$ cat src/rtl/param_adder_accumulator.sv
// -----------------------------------------------------------------------------
// param_adder_accumulator
//
// Button-driven adder/accumulator. An operand is loaded from the switches.
// Add and subtract presses fold the operand into a wide accumulator. Each
// press can either wrap or saturate. A sticky flag records any carry or
// borrow, and a counter tracks executed add/sub operations. A registered
// byte mux feeds the seven-segment driver.
//
// Ports
//   MCLK       in   system clock, rising edge
//   rst_n      in   asynchronous active-low reset
//   sw         in   [DATA_W]  operand value, captured when load executes
//   btn_clear  in   raw button: acc, count, ovf <- 0
//   btn_load   in   raw button: operand <- sw
//   btn_add    in   raw button: acc <- acc + operand
//   btn_sub    in   raw button: acc <- acc - operand
//   mux_sel    in   [3]  display source select
//   acc        out  [ACC_W]  accumulator
//   operand    out  [DATA_W] operand register
//   count      out  [CNT_W]  executed add/sub operations (wraps)
//   ovf        out  sticky overflow/underflow flag
//   disp       out  [8]  registered display byte
// -----------------------------------------------------------------------------
module param_adder_accumulator #(
  parameter int DATA_W   = 8,
  parameter int ACC_W    = 16,
  parameter int CNT_W    = 8,
  parameter int SATURATE = 0
) (
  input  logic              MCLK,
  input  logic              rst_n,
  input  logic [DATA_W-1:0] sw,
  input  logic              btn_clear,
  input  logic              btn_load,
  input  logic              btn_add,
  input  logic              btn_sub,
  input  logic [2:0]        mux_sel,
  output logic [ACC_W-1:0]  acc,
  output logic [DATA_W-1:0] operand,
  output logic [CNT_W-1:0]  count,
  output logic              ovf,
  output logic [7:0]        disp
);

  typedef enum logic [2:0] {
    OP_NONE,
    OP_CLEAR,
    OP_LOAD,
    OP_SUB,
    OP_ADD
  } op_e;

  // Bit positions inside the button vectors.
  localparam int B_CLEAR = 0;
  localparam int B_LOAD  = 1;
  localparam int B_SUB   = 2;
  localparam int B_ADD   = 3;

  logic [3:0] btn_raw;
  logic [3:0] sync1_q, sync1_d;
  logic [3:0] sync2_q, sync2_d;
  logic [3:0] edge_q,  edge_d;
  logic [3:0] pulse;

  logic [ACC_W-1:0]  acc_q, acc_d;
  logic [DATA_W-1:0] operand_q, operand_d;
  logic [CNT_W-1:0]  count_q, count_d;
  logic              ovf_q, ovf_d;
  logic [7:0]        disp_q, disp_d;

  op_e              op;
  logic [ACC_W:0]   operand_ext;
  logic [ACC_W:0]   sum;
  logic [ACC_W:0]   diff;
  logic             carry;
  logic             borrow;

  assign btn_raw = {btn_add, btn_sub, btn_load, btn_clear};

  // Two synchroniser stages, then a third flop that holds the previous level.
  // A press gives one pulse on the cycle where the synchronised level first
  // reads high.
  always_comb begin
    sync1_d = btn_raw;
    sync2_d = sync1_q;
    edge_d  = sync2_q;
  end

  assign pulse = sync2_q & ~edge_q;

  // Only one operation runs per cycle. Lower-priority pulses in the same
  // cycle are dropped.
  always_comb begin
    op = OP_NONE;
    if      (pulse[B_CLEAR]) op = OP_CLEAR;
    else if (pulse[B_LOAD])  op = OP_LOAD;
    else if (pulse[B_SUB])   op = OP_SUB;
    else if (pulse[B_ADD])   op = OP_ADD;
  end

  // One extra bit on the left captures the carry out, or the borrow as a
  // negative result. Both operands are below 2^ACC_W, so that top bit is
  // exact.
  assign operand_ext = (ACC_W+1)'(operand_q);
  assign sum         = {1'b0, acc_q} + operand_ext;
  assign diff        = {1'b0, acc_q} - operand_ext;
  assign carry       = sum[ACC_W];
  assign borrow      = diff[ACC_W];

  // NOTE: every output of a combinational block gets a default first, so no
  // path through the if/case tree can leave a value unassigned and infer a
  // latch.
  always_comb begin
    acc_d     = acc_q;
    operand_d = operand_q;
    count_d   = count_q;
    ovf_d     = ovf_q;
    unique case (op)
      OP_CLEAR: begin
        acc_d   = '0;
        count_d = '0;
        ovf_d   = 1'b0;
      end
      OP_LOAD: operand_d = sw;
      OP_ADD: begin
        acc_d   = (SATURATE != 0 && carry) ? '1 : sum[ACC_W-1:0];
        ovf_d   = ovf_q | carry;
        count_d = count_q + CNT_W'(1);
      end
      OP_SUB: begin
        acc_d   = (SATURATE != 0 && borrow) ? '0 : diff[ACC_W-1:0];
        ovf_d   = ovf_q | borrow;
        count_d = count_q + CNT_W'(1);
      end
      default: ;
    endcase
  end

  // The display shows registered state, so it trails acc, operand and count
  // by one cycle.
  always_comb begin
    disp_d = 8'h00;
    if (mux_sel == 3'd6) begin
      disp_d = 8'(operand_q);
    end else if (mux_sel == 3'd7) begin
      disp_d = count_q[7:0];
    end else begin
      for (int k = 0; k < ACC_W / 8; k++) begin
        if (mux_sel == 3'(k)) disp_d = acc_q[8*k +: 8];
      end
    end
  end

  // NOTE: state registers use non-blocking assignments. All flops then
  // sample their inputs from the same pre-edge values, whatever order the
  // simulator runs the statements in.
  always_ff @(posedge MCLK or negedge rst_n) begin
    if (!rst_n) begin
      sync1_q   <= '0;
      sync2_q   <= '0;
      edge_q    <= '0;
      acc_q     <= '0;
      operand_q <= '0;
      count_q   <= '0;
      ovf_q     <= 1'b0;
      disp_q    <= '0;
    end else begin
      sync1_q   <= sync1_d;
      sync2_q   <= sync2_d;
      edge_q    <= edge_d;
      acc_q     <= acc_d;
      operand_q <= operand_d;
      count_q   <= count_d;
      ovf_q     <= ovf_d;
      disp_q    <= disp_d;
    end
  end

  assign acc     = acc_q;
  assign operand = operand_q;
  assign count   = count_q;
  assign ovf     = ovf_q;
  assign disp    = disp_q;

endmodule

$ cat config.mk
export PLATFORM = sky130hd
export DESIGN_NAME = param_adder_accumulator
export DESIGN_NICKNAME = d
export VERILOG_FILES = /design/src/rtl/param_adder_accumulator.sv
export SDC_FILE = /design/constraint.sdc
export NUM_CORES = 1
export LEC_CHECK = 0
export CAP_MARGIN = 25
export CORE_MARGIN = 1
export CORE_UTILIZATION = 53
export DETAILED_ROUTE_END_ITERATION = 12
export HOLD_SLACK_MARGIN = 0.05
export PLACE_DENSITY = 0.85
export SLEW_MARGIN = 10
export SYNTH_ARGS = -nofsm -noshare
export SYNTH_HDL_FRONTEND = slang
export SYNTH_SLANG_ARGS = --single-unit
$ cat constraint.sdc
create_clock -name MCLK -period 3.4 [get_ports MCLK]
set_input_delay 0.68 -clock MCLK [delete_from_list [all_inputs] [get_ports MCLK]]
set_output_delay 0.68 -clock MCLK [all_outputs]
set_load 0.05 [all_outputs]
==> results.toml <==
[routing]
drt-wirelength-per-cell_um = 18.9
routed_via_density = 6.36
drcViolationCount = 0
drtIter0Drc = 161
routed_wl_um = 8860
dr_total_vias = 2984
dr.pass1.iters = 4
drtAntennaViolNets = 0

[floorplanning]
die_h_um = 79.7
ios = 58
num_rows = 27
dieWidth_um = 79.7
start_util = 0.564
fp.coreArea_sq_mm = 0.00568
dieArea_sq_mm = 0.00635

[final_layout]
multi_input_area_sq_mm = 0.00173
final_cell_mix = "56 x clkdlybuf4s50_1, 53 x dfrtp_1, 29 x nand2_1"
nFillCells = 453
syn_to_final_growth_pct = 22.2
final_nets = 433
num_antenna_cells = 0
seq_area_sq_mm = 0.00133
drive_gt1_frac = 0.0479
layout_commonest_cell = "clkdlybuf4s50_1"

[global_routing]
grt_use_met1 = 0.400
grt_max_degree = 41
globalRoute.busiestLayer = "met2"
use_met3 = 0.0469
grt_pass1_wl_um = 14300
grt_use_met2 = 0.479
grt_use_total = 0.298
antenna_found_initial = 0
first_global_vias = 2842
grt-ovfl-total = 0

[logic_synthesis]
synthFlopType = "dfrtp_1"
synth_largest_area_cell = "dfrtp_1"
synth_warnings = 0
yosys.area.top_type_share = 0.414
ys_top_cells_by_area = "dfrtp_1 41%, ha_1 7.0%, mux2i_1 5.0%"
ys_async_sr_fraction = 1.00
synth_enable_flop_cells = 0
post_synth_num_cell_types = 50
synth.ff_latch_count = 53
ys_seq_area_frac = 0.414
synth_cells = 346
synth.avg_cell_area_sq_um = 9.25
syn_area_sq_mm = 0.00320
synth_nets = 383

[worst_setup_path]
crit_top_cell = "a32oi_1"
path_buf_inv = 1
startpoint_type = "flip-flop"
critPathTopFamily = "compound AO/OA/AOI/OAI gates"
worstSetupPathType = "flip-flop to flip-flop"
path_cells = "ha_1 -> inv_1 -> fa_1 -> o21bai_1 -> o2111ai_1 -> a32oi_1 -> and2_1 -> a31oi_1 -> a32oi_1"
endpoint_kind = "flip-flop"
slowest_delay_ns = 0.67
required_ns = 3.63
crit_arrival_ns = 3.07
crit_fanout = 8
crit_path_top_delay_cell = "a32oi_1"

[sta]
fin_skew_ns = 0.00419
fin_crit_sh = 0.837
period_minus_slack_ns = 2.85
finalSetupTns_ns = 0
slew_viol_final = 0
relSlewSlack = 0.388
fmax_ghz = 0.351
worst_pin_slew_ns = 0.918
rsz0062_at_grt = "no"
hold_viol = 0
setup-violations-final = 0

[clock_network]
cts_max_path_buffers = 2
postCtsSetupBuffers = 0
cts-hold-fix-buffers = 0
cts_root_buf = "clkbuf_8"
cts_buffers = 5
post_cts_resized = 0
clk_latency_ns = 0.31
cts_tree = "yes"
cts_sinks = 53
htree_levels = 2
clkTransAtPathRegs_ns = 0.10

[power]
power_density_mw_per_mm2 = 823
leakage_nw = 1.65
ir_worst_vdd_uv = 498
totalPowerFinal_mw = 3.22

[worst_hold_path]
hp-class = "flip-flop to flip-flop"

[place]
port_buffers = 57
gp_congestion = 0.944
place_hpwl_um = 6510

[run_status]
outcome = "complete, no violations"

[job]
cap_violations = 0
[through the flow]
step	worst slack (ns)	utilization	area [sq um]	instances	hold slack (ns)
finish	0.553	0.689	3910	469	0.355
detailed placement	0.661	0.674	3830	461	0.336
global placement	0.754	0.674	3830	461	0.332
CTS	0.638	0.689	3910	469	0.358
global route	0.407	0.689	3910	469	0.364
floorplan	0.458	-	3200	346	0.331
[synth_stat cells, types with 5 or more instances]
master    instances
nor4_1            5
mux2i_1          16
nand2_1          29
inv_1            19
o22ai_1           9
nor2_1           16
clkbuf_1         20
ha_1             18
nand4_1           5
a21oi_1          18
o31ai_1           5
nor3_1           11
and2_1            5
nand3_1           7
a31oi_1           6
o21ai_0          25
nand2b_1          7
a211oi_1          5
nor2b_1           5
dfrtp_1          53
and3_1            6
[registers in the layout, indices dropped and copies added, names as in the netlist]
name     cells
acc         16
disp         8
count        8
ovf          1
edge_q       4
operand      8
sync1_q      4
edge_d       4
[area by class of cell]
cell class / instances / share of cell area
timing repair buffer: 63 / 0.156
tap: 72 / 0.0230
inverter: 19 / 0.0182
clock buffer: 6 / 0.0185
sequential: 53 / 0.339
clock inverter: 2 / 0.00352
multi-input combinational: 254 / 0.442
[worst reg2reg max path: stages, from the launching register on]
cell and delay [ns]:
dfrtp_1 0.46, ha_1 0.21, inv_1 0.06, fa_1 0.40, o21bai_1 0.21, o2111ai_1 0.20, a32oi_1 0.67, and2_1 0.28
a31oi_1 0.10, a32oi_1 0.18
[power breakdown]
group | internal (mW) | switching, mW | leakage, nW | total, mW
clock | 0.147 | 0.216 | 0.0456 | 0.363
combinational | 0.666 | 1.18 | 0.937 | 1.85
sequential | 0.762 | 0.243 | 0.668 | 1.01
total | 1.57 | 1.64 | 1.65 | 3.22
[worst paths after layout]
kind	to	from	cells past startpoint	slack, ns
worst max-delay path	acc[12]	operand[0]	9	0.55
worst min-delay path	edge_d[2]	sync1_q[2]	0	0.36
worst max register to register	acc[12]	operand[0]	9	0.55
worst min register to register	edge_d[2]	sync1_q[2]	0	0.36
max in group asynchronous	acc[7]	rst_n	2	2.17
min in group asynchronous	disp[2]	rst_n	1	0.49
[logic make-up after synthesis]
family / after synthesis / share of synthesized area
buffers and inverters: 39 / 0.0457
AND/OR/NAND/NOR: 110 / 0.179
AO/OA/AOI/OAI: 104 / 0.217
multiplexers: 17 / 0.0536
XOR/XNOR: 3 / 0.00821
adder cells (fa/ha/maj): 20 / 0.0829
flip-flops: 53 / 0.414
[metal layers]
| layer | vias to the layer above | wire, um |
|---|---|---|
| met4 | 0 | 150 |
| li1 | 1379 | - |
| met3 | 13 | 809 |
| met5 | - | 0 |
| met2 | 170 | 4170 |
| met1 | 1422 | 3720 |
(Power assumes the default switching activity.)
